<file path="src/rtl/cp0_pkg.sv">
`default_nettype none
// ============================================================================
//  Module      : cp0_pkg
//  Description : Shared CP0 definitions. Holds the register numbers, the SR
//                and Cause field positions, the handler vector (shared with
//                the next-PC unit) and the sequencer state type.
//  Revision    : 1.0  initial release
// ============================================================================
package cp0_pkg;

    // CP0 register numbers as seen on sel
    localparam logic [4:0] CP0_COUNT   = 5'd9;
    localparam logic [4:0] CP0_COMPARE = 5'd11;
    localparam logic [4:0] CP0_SR      = 5'd12;
    localparam logic [4:0] CP0_CAUSE   = 5'd13;
    localparam logic [4:0] CP0_EPC     = 5'd14;
    localparam logic [4:0] CP0_PRID    = 5'd15;

    // SR / Cause field positions
    localparam int SR_IE_BIT   = 0;
    localparam int SR_EXL_BIT  = 1;
    localparam int SR_IM_LO    = 10;
    localparam int SR_IM_HI    = 15;
    localparam int CAUSE_IP_LO = 10;
    localparam int CAUSE_IP_HI = 15;

    // Fetch redirect target on interrupt entry
    localparam logic [31:0] HANDLER_VECTOR = 32'h0000_3040;

    // Sequencer state: the encoding is the EXL bit itself
    typedef enum logic {
        SEQ_RUN     = 1'b0,
        SEQ_HANDLER = 1'b1
    } seq_state_e;

    // Assemble the architectural SR word from its live fields
    function automatic logic [31:0] pack_sr(input logic [5:0] im,
                                            input logic       exl,
                                            input logic       ie);
        logic [31:0] v;
        v                      = 32'h0;
        v[SR_IM_HI:SR_IM_LO]   = im;
        v[SR_EXL_BIT]          = exl;
        v[SR_IE_BIT]           = ie;
        return v;
    endfunction

endpackage : cp0_pkg
`default_nettype wire

</file>
<file path="src/rtl/cp0_intctl_if.sv">
`default_nettype none
// ============================================================================
//  Module      : cp0_intctl_if
//  Description : Pipeline <-> CP0 interrupt controller bundle.
//                master : pipeline side (drives pc, hwint, stall, mtc0/mfc0
//                         controls and eret; receives dout, epc, intreq, exl)
//                slave  : CP0 side
//  Ports       : pc[31:0], hwint[5:0], stall, we, sel[4:0], din[31:0], eret,
//                dout[31:0], epc[29:0], intreq, exl
//  Revision    : 1.0  initial release
// ============================================================================
interface cp0_intctl_if;
    logic [31:0] pc;
    logic [5:0]  hwint;
    logic        stall;
    logic        we;
    logic [4:0]  sel;
    logic [31:0] din;
    logic        eret;
    logic [31:0] dout;
    logic [29:0] epc;
    logic        intreq;
    logic        exl;

    modport master (
        output pc, hwint, stall, we, sel, din, eret,
        input  dout, epc, intreq, exl
    );

    modport slave (
        input  pc, hwint, stall, we, sel, din, eret,
        output dout, epc, intreq, exl
    );
endinterface : cp0_intctl_if
`default_nettype wire

</file>
<file path="src/rtl/cp0_intctl_timer.sv">
`default_nettype none
// ============================================================================
//  Module      : cp0_timer
//  Description : Count/Compare timer. Count free-runs (wrapping at 2^32);
//                a Count==Compare match sets a sticky pending flag which a
//                Compare write clears. With TIMER_EN=0 Count is held at 0
//                and the pending flag never sets.
//  Ports       : clk, rst           clock, async active-high reset
//                cnt_we_i           write Count from wdata_i
//                cmp_we_i           write Compare from wdata_i
//                wdata_i[31:0]      write data
//                count_o, compare_o register values for mfc0
//                pend_o             timer interrupt pending
//  Revision    : 1.0  initial release
// ============================================================================
module cp0_timer #(
    parameter bit TIMER_EN = 1'b1
) (
    input  wire logic        clk,
    input  wire logic        rst,
    input  wire logic        cnt_we_i,
    input  wire logic        cmp_we_i,
    input  wire logic [31:0] wdata_i,
    output logic      [31:0] count_o,
    output logic      [31:0] compare_o,
    output logic             pend_o
);

    logic [31:0] compare_q;

    // Compare is writable regardless of TIMER_EN so software sees a normal register
    always_ff @(posedge clk or posedge rst) begin
        if (rst) begin
            compare_q <= 32'hFFFF_FFFF;
        end else if (cmp_we_i) begin
            compare_q <= wdata_i;
        end
    end

    assign compare_o = compare_q;

    generate
        if (TIMER_EN) begin : g_timer_on
            logic [31:0] count_q, count_d;
            logic        pend_q,  pend_d;
            logic        w_match;

            // Match is on the current (pre-write) Count value
            assign w_match = (count_q == compare_q);

            always_comb begin
                count_d = cnt_we_i ? wdata_i : count_q + 32'd1;
                pend_d  = pend_q;
                if (cmp_we_i) begin
                    pend_d = 1'b0;      // clear beats a same-cycle match
                end else if (w_match) begin
                    pend_d = 1'b1;
                end
            end

            always_ff @(posedge clk or posedge rst) begin
                if (rst) begin
                    count_q <= 32'h0;
                    pend_q  <= 1'b0;
                end else begin
                    count_q <= count_d;
                    pend_q  <= pend_d;
                end
            end

            assign count_o = count_q;
            assign pend_o  = pend_q;
        end else begin : g_timer_off
            logic w_unused_cnt_we;
            assign w_unused_cnt_we = cnt_we_i;
            assign count_o         = 32'h0;
            assign pend_o          = 1'b0;
        end
    endgenerate

endmodule : cp0_timer
`default_nettype wire

</file>
<file path="src/rtl/cp0_intctl.sv">
`default_nettype none
// ============================================================================
//  Module      : cp0_intctl
//  Description : Coprocessor-0 interrupt controller. Holds SR, Cause, EPC,
//                PRId and (via cp0_timer) Count/Compare; services mtc0/mfc0;
//                merges six hardware lines with the timer and raises intreq
//                on the cycle the fetch path must jump to the handler.
//  Ports       : clk, rst   clock, asynchronous active-high reset
//                bus        cp0_intctl_if.slave:
//                  in : pc, hwint, stall, we, sel, din, eret
//                  out: dout (mfc0 data), epc (EPC[31:2]), intreq, exl
//  Revision    : 1.0  initial release
// ============================================================================
module cp0_intctl
    import cp0_pkg::*;
#(
    parameter logic [31:0] PRID     = 32'h4D49_5053,
    parameter bit          TIMER_EN = 1'b1
) (
    input  wire logic   clk,
    input  wire logic   rst,
    cp0_intctl_if.slave bus
);

    // ------------------------------------------------------------------
    // State
    // ------------------------------------------------------------------
    seq_state_e  state_q, state_d;
    logic [5:0]  im_q,    im_d;
    logic        ie_q,    ie_d;
    logic [5:0]  ip_q,    ip_d;
    logic [29:0] epc_q,   epc_d;

    logic [31:0] w_count;
    logic [31:0] w_compare;
    logic        w_tmr_pend;
    logic        w_intreq;
    logic        w_wr_sr;
    logic        w_wr_epc;

    assign w_wr_sr  = bus.we && (bus.sel == CP0_SR);
    assign w_wr_epc = bus.we && (bus.sel == CP0_EPC);

    // ------------------------------------------------------------------
    // Timer
    // ------------------------------------------------------------------
    cp0_timer #(
        .TIMER_EN (TIMER_EN)
    ) u_timer (
        .clk       (clk),
        .rst       (rst),
        .cnt_we_i  (bus.we && (bus.sel == CP0_COUNT)),
        .cmp_we_i  (bus.we && (bus.sel == CP0_COMPARE)),
        .wdata_i   (bus.din),
        .count_o   (w_count),
        .compare_o (w_compare),
        .pend_o    (w_tmr_pend)
    );

    // ------------------------------------------------------------------
    // Interrupt request: purely from registered state plus the two
    // pipeline qualifiers, so the next-PC unit sees it this same cycle.
    // ------------------------------------------------------------------
    assign w_intreq = (|(ip_q & im_q)) && ie_q && (state_q == SEQ_RUN)
                      && !bus.stall && !bus.eret;

    // ------------------------------------------------------------------
    // Next-state
    // ------------------------------------------------------------------
    always_comb begin
        state_d = state_q;
        im_d    = im_q;
        ie_d    = ie_q;
        epc_d   = epc_q;

        // Cause.IP tracks the lines with one register stage
        ip_d = {bus.hwint[5] | w_tmr_pend, bus.hwint[4:0]};

        if (w_wr_sr) begin
            im_d    = bus.din[SR_IM_HI:SR_IM_LO];
            ie_d    = bus.din[SR_IE_BIT];
            state_d = seq_state_e'(bus.din[SR_EXL_BIT]);
        end

        // Sequencer events override a software write of EXL / EPC.
        // intreq excludes eret, so these two never coincide.
        if (w_intreq) begin
            state_d = SEQ_HANDLER;
        end else if (bus.eret && (state_q == SEQ_HANDLER)) begin
            state_d = SEQ_RUN;
        end

        if (w_intreq) begin
            epc_d = bus.pc[31:2];
        end else if (w_wr_epc) begin
            epc_d = bus.din[31:2];
        end
    end

    always_ff @(posedge clk or posedge rst) begin
        if (rst) begin
            state_q <= SEQ_RUN;
            im_q    <= 6'h0;
            ie_q    <= 1'b0;
            ip_q    <= 6'h0;
            epc_q   <= 30'h0;
        end else begin
            state_q <= state_d;
            im_q    <= im_d;
            ie_q    <= ie_d;
            ip_q    <= ip_d;
            epc_q   <= epc_d;
        end
    end

    // ------------------------------------------------------------------
    // mfc0 read mux (zero latency)
    // ------------------------------------------------------------------
    always_comb begin
        bus.dout = 32'h0;
        case (bus.sel)
            CP0_COUNT:   bus.dout = w_count;
            CP0_COMPARE: bus.dout = w_compare;
            CP0_SR:      bus.dout = pack_sr(im_q, state_q == SEQ_HANDLER, ie_q);
            CP0_CAUSE:   bus.dout[CAUSE_IP_HI:CAUSE_IP_LO] = ip_q;
            CP0_EPC:     bus.dout = {epc_q, 2'b00};
            CP0_PRID:    bus.dout = PRID;
            default:     bus.dout = 32'h0;
        endcase
    end

    assign bus.intreq = w_intreq;
    assign bus.epc    = epc_q;
    assign bus.exl    = (state_q == SEQ_HANDLER);

    // Low pc bits and non-field SR bits carry no state here
    logic w_unused_bits;
    assign w_unused_bits = ^{bus.pc[1:0], bus.din[1:0], bus.din[9:2], bus.din[31:16]};

endmodule : cp0_intctl
`default_nettype wire

</file>
<file path="src/flat_wrapper.sv">
// flat-port wrapper written by rule: the top's interface ports become plain ports
module cp0_intctl_flat import cp0_pkg::*;
#(
    parameter logic [31:0] PRID     = 32'h4D49_5053,
    parameter bit          TIMER_EN = 1'b1
)
  (clk, rst, bus_pc, bus_hwint, bus_stall, bus_we, bus_sel, bus_din, bus_eret, bus_dout, bus_epc, bus_intreq, bus_exl);
  cp0_intctl_if bus_i ();
  input  wire logic clk;
  input  wire logic rst;
  input wire logic [$bits(bus_i.pc)-1:0] bus_pc;
  input wire logic [$bits(bus_i.hwint)-1:0] bus_hwint;
  input wire logic [$bits(bus_i.stall)-1:0] bus_stall;
  input wire logic [$bits(bus_i.we)-1:0] bus_we;
  input wire logic [$bits(bus_i.sel)-1:0] bus_sel;
  input wire logic [$bits(bus_i.din)-1:0] bus_din;
  input wire logic [$bits(bus_i.eret)-1:0] bus_eret;
  output wire logic [$bits(bus_i.dout)-1:0] bus_dout;
  output wire logic [$bits(bus_i.epc)-1:0] bus_epc;
  output wire logic [$bits(bus_i.intreq)-1:0] bus_intreq;
  output wire logic [$bits(bus_i.exl)-1:0] bus_exl;
  assign bus_i.pc = bus_pc;
  assign bus_i.hwint = bus_hwint;
  assign bus_i.stall = bus_stall;
  assign bus_i.we = bus_we;
  assign bus_i.sel = bus_sel;
  assign bus_i.din = bus_din;
  assign bus_i.eret = bus_eret;
  assign bus_dout = bus_i.dout;
  assign bus_epc = bus_i.epc;
  assign bus_intreq = bus_i.intreq;
  assign bus_exl = bus_i.exl;
  cp0_intctl #(.PRID(PRID), .TIMER_EN(TIMER_EN)) u_core (.clk(clk), .rst(rst), .bus(bus_i));
endmodule
</file>
<file path="config.mk">
export PLATFORM = sky130hd
export DESIGN_NAME = cp0_intctl_flat
export DESIGN_NICKNAME = d
export VERILOG_FILES = /design/src/rtl/cp0_pkg.sv /design/src/rtl/cp0_intctl_if.sv /design/src/rtl/cp0_intctl_timer.sv /design/src/rtl/cp0_intctl.sv /design/src/flat_wrapper.sv
export SDC_FILE = /design/constraint.sdc
export NUM_CORES = 1
export LEC_CHECK = 0
export CAP_MARGIN = 10
export CORE_ASPECT_RATIO = 0.7
export CORE_MARGIN = 4
export CORE_UTILIZATION = 54
export DETAILED_ROUTE_END_ITERATION = 12
export PLACE_DENSITY = 0.84
export REMOVE_ABC_BUFFERS = 1
export SYNTH_ARGS = -nofsm -noshare
export SYNTH_HDL_FRONTEND = slang
export SYNTH_SLANG_ARGS = --single-unit
</file>
<file path="constraint.sdc">
create_clock -name clk -period 10.45 [get_ports clk]
set_clock_uncertainty 0.15 [all_clocks]
set_input_delay 1.045 -clock clk [delete_from_list [all_inputs] [get_ports clk]]
set_output_delay 1.045 -clock clk [all_outputs]
set_load 0.01 [all_outputs]
</file>
After elaboration in Yosys (flattened, before gate mapping)
Cells that the tools add are included.
W data, S select, Z words.

storage, ports and cells
  register bits = 109
  bits in latches = 0
  bits in writable memories = 0
  bits in read-only memories = 0
  input port bits = 80
  output and inout port bits = 64
  word-level logic and storage cells = 45
  memories = 0

operators by class
  add/subtract/negate cells = 1
  multiply operators = 0
  divide/modulo/power cells = 0
  $lt $le $gt $ge = 0
  equal/unequal tests = 7
  shift operators = 0
  muxes and demuxes = 11
  bitwise gates (word level) = 3
  reductions and logical operators = 15

operator list
  operator                 count
  $pmux W16 S4             1
  $mux W30                 2
  $pmux W10 S5             1
  $pmux W6 S6              1
  $add A32 B1 Y32 const B  1
  $eq A32 B32 Y1           1
  $mux W32                 1
  $eq A5 B4 Y1 const B     6
  $logic_and A1 B1 Y1      9
  $and A6 B6 Y6            1
  $reduce_or A6 Y1         1
  $mux W1                  5
  $reduce_bool A2 Y1       2
  $reduce_bool A3 Y1       1
  $logic_not A1 Y1         2
  $not A1 Y1               1
  $or A1 B1 Y1             1

Longest topological paths before layout
  depth after elaboration = 7
  depth in mapped cells = 7
  gate-level depth less buffers = 6

Hierarchy
Synthesis repeated with hierarchy kept, for this count alone.

unflattened totals
  cells, all modules = 581
  area total of the unflattened synthesis = 5947.0 um^2

by module, submodules not included
  module      instances  cells each  area each (um^2)  seq. area each (um^2)
  cp0_timer   1          307         3343.2            1666.6
  cp0_intctl  1          274         2603.7            1101.1

Worst setup path before layout
OpenSTA, ideal clock, no wires.

  kind = input to output
  start point = in bus_sel[1]
  end point = out bus_dout[16]
  arrival = 2.282 ns
  required time = 9.255 ns
  slack = 6.973 ns
  cell stages on the path = 5
  path buffers = 3
  cells stage by stage = buf_2 clkbuf_1 buf_2 nand2_1 o22ai_1

on the way
  cells in the longest elaborated chain, start to end = 2
  elaborated cells between the ends (all ways) = 5
  classes of those cells = 4 x eq/ne; 1 x mux

ends and longest elaborated chain
  item                line                RTL
  start: declaration  flat_wrapper.sv:15  input wire logic [$bits(bus_i.sel)-1:0] bus_sel;
  $eq A5 B4 Y1        cp0_intctl.sv:121   case (bus.sel)
  $pmux W16 S4 *      cp0_intctl.sv:121
  end: declaration    flat_wrapper.sv:18  output wire logic [$bits(bus_i.dout)-1:0] bus_dout;

Every way passes the cells marked *; elsewhere a longest branch is shown, timed or not.

Worst setup path after layout
  start point = in bus_sel[0]
  end point = out bus_dout[2]

on the way
  cells in the longest elaborated chain, start to end = 2
  elaborated cells between the ends (all ways) = 6
  classes of those cells = 5 x eq/ne; 1 x mux

ends and longest elaborated chain
  item            line
  $eq A5 B4 Y1    cp0_intctl.sv:121
  $pmux W10 S5 *  cp0_intctl.sv:121

Marked as above.

==> impl_metrics.py <==
metrics = {
    "floorplan": {
        "fp-row-count": 32,
        "dieHeight_um": 96.9,
        "dieWidth_um": 135,
        "io_pins": 144,
        "fp.dieArea_mm2": 0.0131,
        "core-area_mm2": 0.0110,
        "initial_core_util_pct": 55.4,
    },
    "placement": {
        "place_hpwl_um": 11600,
        "place_inst": 869,
        "portBuffers": 141,
        "globalplace.congestion": 0.880,
        "dp_worst_setup_slack_ns": 5.29,
    },
    "cts": {
        "cts_buffers": 9,
        "path_clk_slew_ns": 0.07,
        "clk_latency_ns": 0.36,
        "post-cts-setup-buffer-count": 0,
        "cts_root_buffer": "clkbuf_16",
        "cts_resized": 0,
        "cts.sinks": 109,
        "cts_tree": "done",
        "clock_path_buffers": 2,
        "hold_buffers": 0,
        "htree_levels": 3,
    },
    "synthesis": {
        "synth_top_family_by_area": "multiplexers",
        "yosysWarningCount": 0,
        "syn_avg_cell_area_um2": 10.0,
        "async_flop_share_pct": 100,
        "synth_edf_count": 0,
        "syn-cell-area_mm2": 0.00610,
        "netlist_instances": 608,
        "ys.flop_type": "dfrtp_1",
        "yosysSeqAreaShare_pct": 45.4,
        "synth_compound_area_share_pct": 10.4,
        "yosys.area_share.xor_xnor_pct": 8.76,
        "synth-simple-area-share_pct": 14.6,
        "yosys.cell_types.count": 45,
        "synth_fa_ha_area_share_pct": 0.205,
        "synth-seq-cells": 109,
        "synthMuxAreaShare_pct": 17.5,
    },
    "routing": {
        "drc": 0,
        "viasPerCell": 5.76,
        "drtIter0Drc": 379,
        "antenna_left": 0,
        "vias": 5106,
        "routedWlPerCell_um": 19.0,
        "dr.pass1.iters": 4,
        "drt_wl_total_um": 16900,
    },
    "layout": {
        "regArea_mm2": 0.00277,
        "fin_cells": 886,
        "num_antenna_cells": 0,
        "multi_input_area_mm2": 0.00316,
        "drive_above_1_share_pct": 14.6,
        "fin_util_pct": 72.0,
        "area_growth_syn_to_layout_pct": 30.0,
        "final_common_cell": "clkdlybuf4s50_1",
        "mostFrequentLayoutCells": "clkdlybuf4s50_1 (140), nand2_1 (94), o21ai_0 (84)",
        "fill_cells": 808,
        "layout.nets": 809,
    },
    "timing": {
        "rsz0062_at_grt": "false",
        "fin_crit_sh_pct": 50.4,
        "worst_slack_ns": 5.19,
        "slew_violations": 0,
        "fmax_mhz": 190,
        "finalSetupTns_ns": 0,
        "worst_pin_slew_ns": 1.09,
        "setup_viol": 0,
        "finalCriticalPeriod_ns": 5.26,
        "slew_headroom_pct": 27.3,
        "hold_viol_final": 0,
    },
    "grt": {
        "grt_max_degree": 63,
        "grt_usage_pct": 25.5,
        "grt_pass1_wl_um": 26600,
        "grt_pass1_vias": 5151,
        "grt_overflow": 0,
        "antenna_found_initial": 0,
    },
    "power": {
        "p_leak_uw": 0.00321,
        "ir_drop_mv": 0.130,
        "p_per_area_mw_per_mm2": 204,
        "finalPower_uw": 1620,
    },
    "setup_path": {
        "crit_chain": "clkdlybuf4s50_1, nor3b_2, buf_4, nand2_1, o21ai_0, clkdlybuf4s50_1",
        "path_common_cell": "clkdlybuf4s50_1",
        "worstSetupStartpointType": "input pin",
        "cpMaxStageDelayCell": "nor3b_2",
        "crit_type": "in -> out",
        "worstPathArrival_ns": 4.07,
        "worst-path-max-fanout": 19,
        "slowest_delay_ns": 0.96,
        "required_ns": 9.26,
        "reg2reg_slack_ns": 8.19,
        "endpoint_kind": "output port",
    },
    "run": {
        "drv_cap": 0,
    },
    "min_path": {
        "hp-class": "reg -> reg",
    },
    "outcome": {
        "status": "complete, no violations",
    },
}
cell families (layout without fill, tap and decap cells):
| family | after synthesis | after routing |
|---|---|---|
| compound gates | 114 | 114 |
| fa+ha+maj | 1 | 1 |
| xor+xnor | 61 | 61 |
| flops | 109 | 109 |
| simple gates | 178 | 178 |
| buf+inv | 43 | 168 |
| mux | 102 | 102 |
final timing paths:
path / startpoint / to / cells after the start
min in group asynchronous: rst / u_core.bus.epc[0]$_DFFE_PP0P_ / 2
min: u_core.u_timer.compare_o[0]$_DFFE_PP1P_ / u_core.u_timer.compare_o[0]$_DFFE_PP1P_ / 2
max: bus_sel[0] / bus_dout[2] / 6
min reg2reg: u_core.u_timer.compare_o[0]$_DFFE_PP1P_ / u_core.u_timer.compare_o[0]$_DFFE_PP1P_ / 2
max reg2reg: u_core.bus.exl$_DFFE_PP0P_ / u_core.bus.epc[19]$_DFFE_PP0P_ / 4
max in group asynchronous: rst / u_core.ie_q$_DFFE_PP0P_ / 3
layer usage:
metal  wire length [µm]  part of all wire (%)  track usage (%)
met5                  0                     0                0
met2               7870                    47             41.3
met4                307                   1.8             6.74
met3               1390                   8.2             6.91
met1               7310                    43             34.1
synth_stat cells, types with 2 or more instances:
cell | count | share of area (%)
nor3b_1 | 2 | 0.25
nand4_2 | 2 | 0.41
xor2_1 | 17 | 2.4
o21ai_0 | 84 | 6.9
a221o_1 | 4 | 0.66
nor3_1 | 4 | 0.33
mux2_2 | 38 | 7.0
nand4_1 | 15 | 1.5
and2_1 | 2 | 0.21
inv_1 | 4 | 0.25
a22oi_1 | 3 | 0.37
xnor2_1 | 44 | 6.3
dfstp_2 | 32 | 14
mux2i_1 | 64 | 11
clkbuf_1 | 11 | 0.68
o22ai_1 | 11 | 1.1
a21oi_1 | 6 | 0.49
nand2_1 | 95 | 5.8
nand3_1 | 12 | 0.98
and3_1 | 7 | 0.72
and4_1 | 5 | 0.72
nor4_1 | 4 | 0.41
dfrtp_1 | 77 | 32
nor2_1 | 19 | 1.2
buf_2 | 26 | 2.1
registers in the layout (all words and copies together), names as in the netlist:
register                  flops
u_core.bus.epc               30
u_core.bus.exl                1
u_core.ie_q                   1
u_core.im_q                   6
u_core.ip_q                   6
u_core.u_timer.compare_o     32
u_core.u_timer.count_o       32
u_core.u_timer.pend_o         1
per-stage QoR:
| stage | cell area [µm²] | hold WS, ns |
|---|---|---|
| floorplan | 5920 | 0.290 |
| global placement | 7590 | 0.323 |
| detailed placement | 7590 | 0.331 |
| CTS | 7900 | 0.345 |
| global route | 7930 | 0.393 |
| finish | 7930 | 0.364 |
layout make-up:
class	count	share of cell area (%)
Clock buffer	13	3.41
Clock inverter	3	0.536
Inverter	4	0.221
Multi-Input combinational cell	456	39.9
Sequential cell	109	34.9
Tap cell	153	2.41
Timing Repair Buffer	148	18.6
power by group:
group | internal, µW | switching [µW]
combinational | 296 | 229
clock | 205 | 155
sequential | 573 | 160
total | 1070 | 544
critical path, delay by kind of cell:
kind                   cells  cell delay, ns
AND/OR/NAND/NOR            2            1.03
AO/OA/AOI/OAI              1            0.10
buffers and inverters      3            1.87
(Power assumes the default switching activity.)
